File: src/rtl/spi_arb_pkg.sv
// Shared types and defaults for the two-requester SPI arbiter.
package spi_arb_pkg;

  localparam int unsigned N_REQ           = 2;
  localparam int unsigned DATA_W_DEFAULT  = 16;
  localparam int unsigned TIMEOUT_DEFAULT = 64;

  typedef enum logic [2:0] {
    StIdle,
    StLoad,
    StStart,
    StWait,
    StDone
  } state_e;

endpackage

File: src/rtl/spi_rr_pick.sv
// Combinational 2-way round-robin pick: a lone requester always wins, on contention
// the requester that was not served last wins.
module spi_rr_pick
  import spi_arb_pkg::*;
(
  input  logic [N_REQ-1:0] req,
  input  logic             last,
  output logic [N_REQ-1:0] win
);

  always_comb begin
    win = req;
    if (req == 2'b11) begin
      win = last ? 2'b01 : 2'b10;
    end
  end

endmodule

File: src/rtl/spi_req_arbiter.sv
// Round-robin arbiter sharing one SPI master between two requesters.
// Optional WAIT timeout abort is enabled by defining SPI_ARB_TIMEOUT_EN.
module spi_req_arbiter
  import spi_arb_pkg::*;
#(
  parameter int unsigned DATA_W  = DATA_W_DEFAULT,
  parameter int unsigned TIMEOUT = TIMEOUT_DEFAULT
) (
  input  logic              clk,
  input  logic              reset,
  input  logic [N_REQ-1:0]  req,
  input  logic [DATA_W-1:0] wdata0,
  input  logic [DATA_W-1:0] wdata1,
  output logic [N_REQ-1:0]  gnt,
  output logic [DATA_W-1:0] rdata,
  output logic [N_REQ-1:0]  rvalid,
  output logic [N_REQ-1:0]  err,
  output logic              busy,
  output logic              m_start,
  output logic [DATA_W-1:0] m_txdata,
  output logic [N_REQ-1:0]  cs_n,
  input  logic              m_done,
  input  logic [DATA_W-1:0] m_rxdata
);

  state_e            state_q, state_d;
  logic [N_REQ-1:0]  gnt_q, gnt_d;
  logic [N_REQ-1:0]  cs_n_q, cs_n_d;
  logic [DATA_W-1:0] txdata_q, txdata_d;
  logic [DATA_W-1:0] rdata_q, rdata_d;
  logic              last_q, last_d;
  logic [N_REQ-1:0]  win;
  logic [DATA_W-1:0] wdata_sel;
  logic              timeout_hit;

  spi_rr_pick u_pick (
    .req  (req),
    .last (last_q),
    .win  (win)
  );

  assign wdata_sel = win[1] ? wdata1 : wdata0;

`ifdef SPI_ARB_TIMEOUT_EN
  localparam int unsigned CNT_W = $clog2(TIMEOUT + 1);

  logic [CNT_W-1:0] cnt_q, cnt_d;
  logic [N_REQ-1:0] err_q, err_d;

  // Counter restarts on every entry into WAIT since it is held at zero elsewhere.
  assign cnt_d       = (state_q == StWait) ? cnt_q + CNT_W'(1) : '0;
  assign timeout_hit = (state_q == StWait) && (cnt_q == CNT_W'(TIMEOUT - 1));
  assign err_d       = (timeout_hit && !m_done) ? gnt_q : '0;
  assign err         = err_q;

  always_ff @(posedge clk) begin
    if (reset) begin
      cnt_q <= '0;
      err_q <= '0;
    end else begin
      cnt_q <= cnt_d;
      err_q <= err_d;
    end
  end
`else
  assign timeout_hit = 1'b0;
  assign err         = '0;
`endif

  always_comb begin
    state_d  = state_q;
    gnt_d    = gnt_q;
    cs_n_d   = cs_n_q;
    txdata_d = txdata_q;
    rdata_d  = rdata_q;
    last_d   = last_q;
    case (state_q)
      StIdle: begin
        if (|req) begin
          state_d  = StLoad;
          gnt_d    = win;
          cs_n_d   = ~win;
          txdata_d = wdata_sel;
        end
      end
      StLoad:  state_d = StStart;
      StStart: state_d = StWait;
      StWait: begin
        // A completion arriving on the timeout cycle still wins over the abort.
        if (m_done) begin
          rdata_d = m_rxdata;
          state_d = StDone;
        end else if (timeout_hit) begin
          gnt_d   = '0;
          cs_n_d  = '1;
          last_d  = gnt_q[1];
          state_d = StIdle;
        end
      end
      StDone: begin
        gnt_d   = '0;
        cs_n_d  = '1;
        last_d  = gnt_q[1];
        state_d = StIdle;
      end
      default: begin
        gnt_d   = '0;
        cs_n_d  = '1;
        state_d = StIdle;
      end
    endcase
  end

  always_ff @(posedge clk) begin
    if (reset) begin
      state_q  <= StIdle;
      gnt_q    <= '0;
      cs_n_q   <= '1;
      txdata_q <= '0;
      rdata_q  <= '0;
      last_q   <= 1'b1;
    end else begin
      state_q  <= state_d;
      gnt_q    <= gnt_d;
      cs_n_q   <= cs_n_d;
      txdata_q <= txdata_d;
      rdata_q  <= rdata_d;
      last_q   <= last_d;
    end
  end

  assign gnt      = gnt_q;
  assign cs_n     = cs_n_q;
  assign m_txdata = txdata_q;
  assign rdata    = rdata_q;
  assign busy     = (state_q != StIdle);
  assign m_start  = (state_q == StStart);
  assign rvalid   = (state_q == StDone) ? gnt_q : '0;

endmodule
File: config.mk
export PLATFORM = sky130hd
export DESIGN_NAME = spi_req_arbiter
export DESIGN_NICKNAME = d
export VERILOG_FILES = /design/src/rtl/spi_arb_pkg.sv /design/src/rtl/spi_rr_pick.sv /design/src/rtl/spi_req_arbiter.sv
export SDC_FILE = /design/constraint.sdc
export NUM_CORES = 1
export LEC_CHECK = 0
export ABC_AREA = 1
export ABC_CLOCK_PERIOD_IN_PS = 1300
export CORE_ASPECT_RATIO = 0.75
export CORE_MARGIN = 2
export CORE_UTILIZATION = 39
export DETAILED_ROUTE_END_ITERATION = 8
export PLACE_DENSITY = 0.78
export SLEW_MARGIN = 20
export SYNTH_ARGS = -nofsm -noshare
export SYNTH_HDL_FRONTEND = slang
export SYNTH_SLANG_ARGS = --single-unit
File: constraint.sdc
create_clock -name clk -period 1.3 [get_ports clk]
set_input_delay 0.195 -clock clk [delete_from_list [all_inputs] [get_ports clk]]
set_output_delay 0.195 -clock clk [all_outputs]
set_load 0.01 [all_outputs]
==> results of run 1 <==
==> final cells by class <==
| class | count | area (um2) | area share, % |
|---|---|---|---|
| clock inverter | 3 | 42.5 | 1.41 |
| multi-input combinational | 184 | 852 | 28.3 |
| tap | 57 | 71.3 | 2.37 |
| sequential | 40 | 806 | 26.7 |
| inverter | 27 | 104 | 3.45 |
| clock buffer | 5 | 68.8 | 2.28 |
| timing repair buffer | 112 | 1070 | 35.5 |
==> worst max-delay path, cell delays in order (launching register included) <==
cell and delay [ns]:
dfxtp_4 0.37, nor2_4 0.15, buf_6 0.11, inv_2 0.03, nor2_1 0.09, buf_2 0.14
==> metrics by stage <==
stage	setup slack, ns	cell area [um2]	util [%]	hold WS [ns]
6_report	-0.0601	3010	67.5	0.486
5_1_grt	-0.130	3010	67.5	0.502
2_1_floorplan	0.133	1810	-	0.264
4_1_cts	-0.115	2960	66.3	0.479
3_5_place_dp	-0.213	2900	64.9	0.469
3_3_place_gp	-0.143	2900	64.9	0.466
==> logic make-up (layout without fill, tap and decap cells) <==
group,Yosys count,after routing,share of synthesized area [%]
compound gates,37,37,10.2
buf+inv,40,147,11.1
simple gates,145,145,34.2
other cells,1,2,0.207
flops,40,40,44.3
==> worst paths after layout <==
kind / slack [ns] / end / start / cells after the start
worst min register to register: 0.49 / m_txdata[10] / m_txdata[10] / 2
worst max-delay path: -0.06 / m_start / state_q[0] / 5
worst max register to register: 0.01 / m_txdata[3] / state_q[0] / 8
worst min-delay path: 0.49 / rdata[13] / m_rxdata[13] / 3
==> repair_timing <==
action,CTS,global route
pin swaps,2,6
endpoints found under the setup margin,41,21
hold endpoints to repair,0,0
resized for setup,52,20
buffers inserted,0,1
==> state kept, by name, summed over array words and instances (netlist names) <==
signal / flops
rdata: 16
m_txdata: 16
state_q: 3
cs_n: 2
gnt: 2
last_q: 1
==> routing by layer <==
| layer | up-vias | share of wire [%] |
|---|---|---|
| met5 | - | 0 |
| met4 | 0 | 1.3 |
| met3 | 7 | 6.3 |
| met2 | 52 | 47 |
| met1 | 835 | 45 |
| li1 | 1019 | - |
==> synth_stat cells <==
| library cell | number | area, um2 |
|---|---|---|
| buf_2 | 3 | 15.0 |
| dfxtp_1 | 40 | 801 |
| conb_1 | 1 | 3.75 |
| o21ai_1 | 14 | 70.1 |
| clkbuf_1 | 3 | 11.3 |
| nor2_1 | 79 | 297 |
| nand3_2 | 1 | 10.0 |
| a21oi_1 | 3 | 15.0 |
| buf_4 | 2 | 15.0 |
| nor2_2 | 9 | 56.3 |
| nand3_1 | 6 | 30.0 |
| inv_2 | 1 | 3.75 |
| buf_6 | 5 | 56.3 |
| nand4_1 | 3 | 18.8 |
| nand2_1 | 43 | 161 |
| nand2_4 | 1 | 11.3 |
| inv_4 | 1 | 6.26 |
| nor2_4 | 3 | 33.8 |
| inv_1 | 25 | 93.8 |
| o21ai_0 | 20 | 100 |
==> report_power, final <==
group	total (mW)	leakage (nW)	internal, mW	switching, mW
clock	1.00	0.0541	0.568	0.432
combinational	0.909	1.17	0.479	0.430
sequential	1.40	0.329	1.34	0.0595
total	3.31	1.55	2.39	0.921
==> results.cfg, run 1 <==
[floorplan]
initial_core_util_pct = 40.5
die_h_um = 63.0
placeableCoreArea_um2 = 4470
io-pin-count = 95
dieArea_um2 = 5210
placementRows = 21
die_w_um = 82.6

[final_layout]
final_cell_mix = 76 x nor2_1, 52 x clkdlybuf4s50_1, 40 x nand2_1
final_common_cell = nor2_1
antennaDiodeCount = 0
drive_gt1_share_pct = 16.4
fillCellCount = 412
instances_no_fill = 428
area_delta_synth_final_pct = 66.6
fin_nets = 423

[placement]
portBuffers = 92
dpl.cell_count = 419
place_congestion = 0.731
dp_hpwl_um = 3420

[clocking]
clk_pin_slew_ns = 0.08
htreeDepth = 2
clk_path_buf_depth = 2
ctsRootBufferMaster = clkbuf_8
cts_sinks = 40
clk_latency_ns = 0.29
cts_tree = built
cts_made_buffers = 5
cts_hold_buf = 0

[sta]
timing.final.hold_violations = 0
layout_setup_ws_ns = -0.0601
fin_crit_sh_pct = 105
tns_ns = -0.0601
slew_violations = 0
min_period_ns = 1.36
finalSetupViolCount = 1
max_clock_freq_mhz = 735
grt_setup_unrepaired = yes
finClkSkew_ns = 0.00706

[global_routing]
grt_use_met2_pct = 32.5
track_usage_pct = 19.2
grt_pass1_wl_um = 7860
busiest_layer = met2
grt_pass1_vias = 1819
grt-ovfl-total = 0
use_met1_pct = 23.7
antenna_found_initial = 0
grt_max_degree = 36
grtUsageMet3_pct = 4.77

[drt]
vias_per_cell = 4.47
drt-total-wl_um = 4810
drc_errors = 0
first_pass_iters = 6
vias = 1913
antenna_left = 0
detailedRoute.firstIterationViolations = 86
avgRoutedWirePerCell_um = 11.2

[synth]
syn-cell-area_um2 = 1810
avgSynthCellArea_um2 = 6.88
ys_types = 20
syn_inst = 263
yosysWarningCount = 0
ys_ff_latch = 40
ys_seq_area_share_pct = 44.3

[pwr]
p_per_area_nw_per_um2 = 1100
total_power_mw = 3.31
p_leak_nw = 1.55
irDropWorstVdd_v = 0.000728

[run]
cap_violations = 0

[status]
status = finished, violations left
violations = negative setup slack

[critical_path]
critPathLaunchType = register
end_kind = primary output
crit_fanout = 3
required_ns = 1.11
path_class = reg -> out
cp.arrival_ns = 1.17

[min_path]
hp-class = in -> reg
Power figures use the tool's default switching activity.
==> inputs of run 2 (changes only) <==
CAP_MARGIN = 40   (was not set)
==> results of run 2 <==
No change in the layout: final DEF, timing and power equal those of run 1.
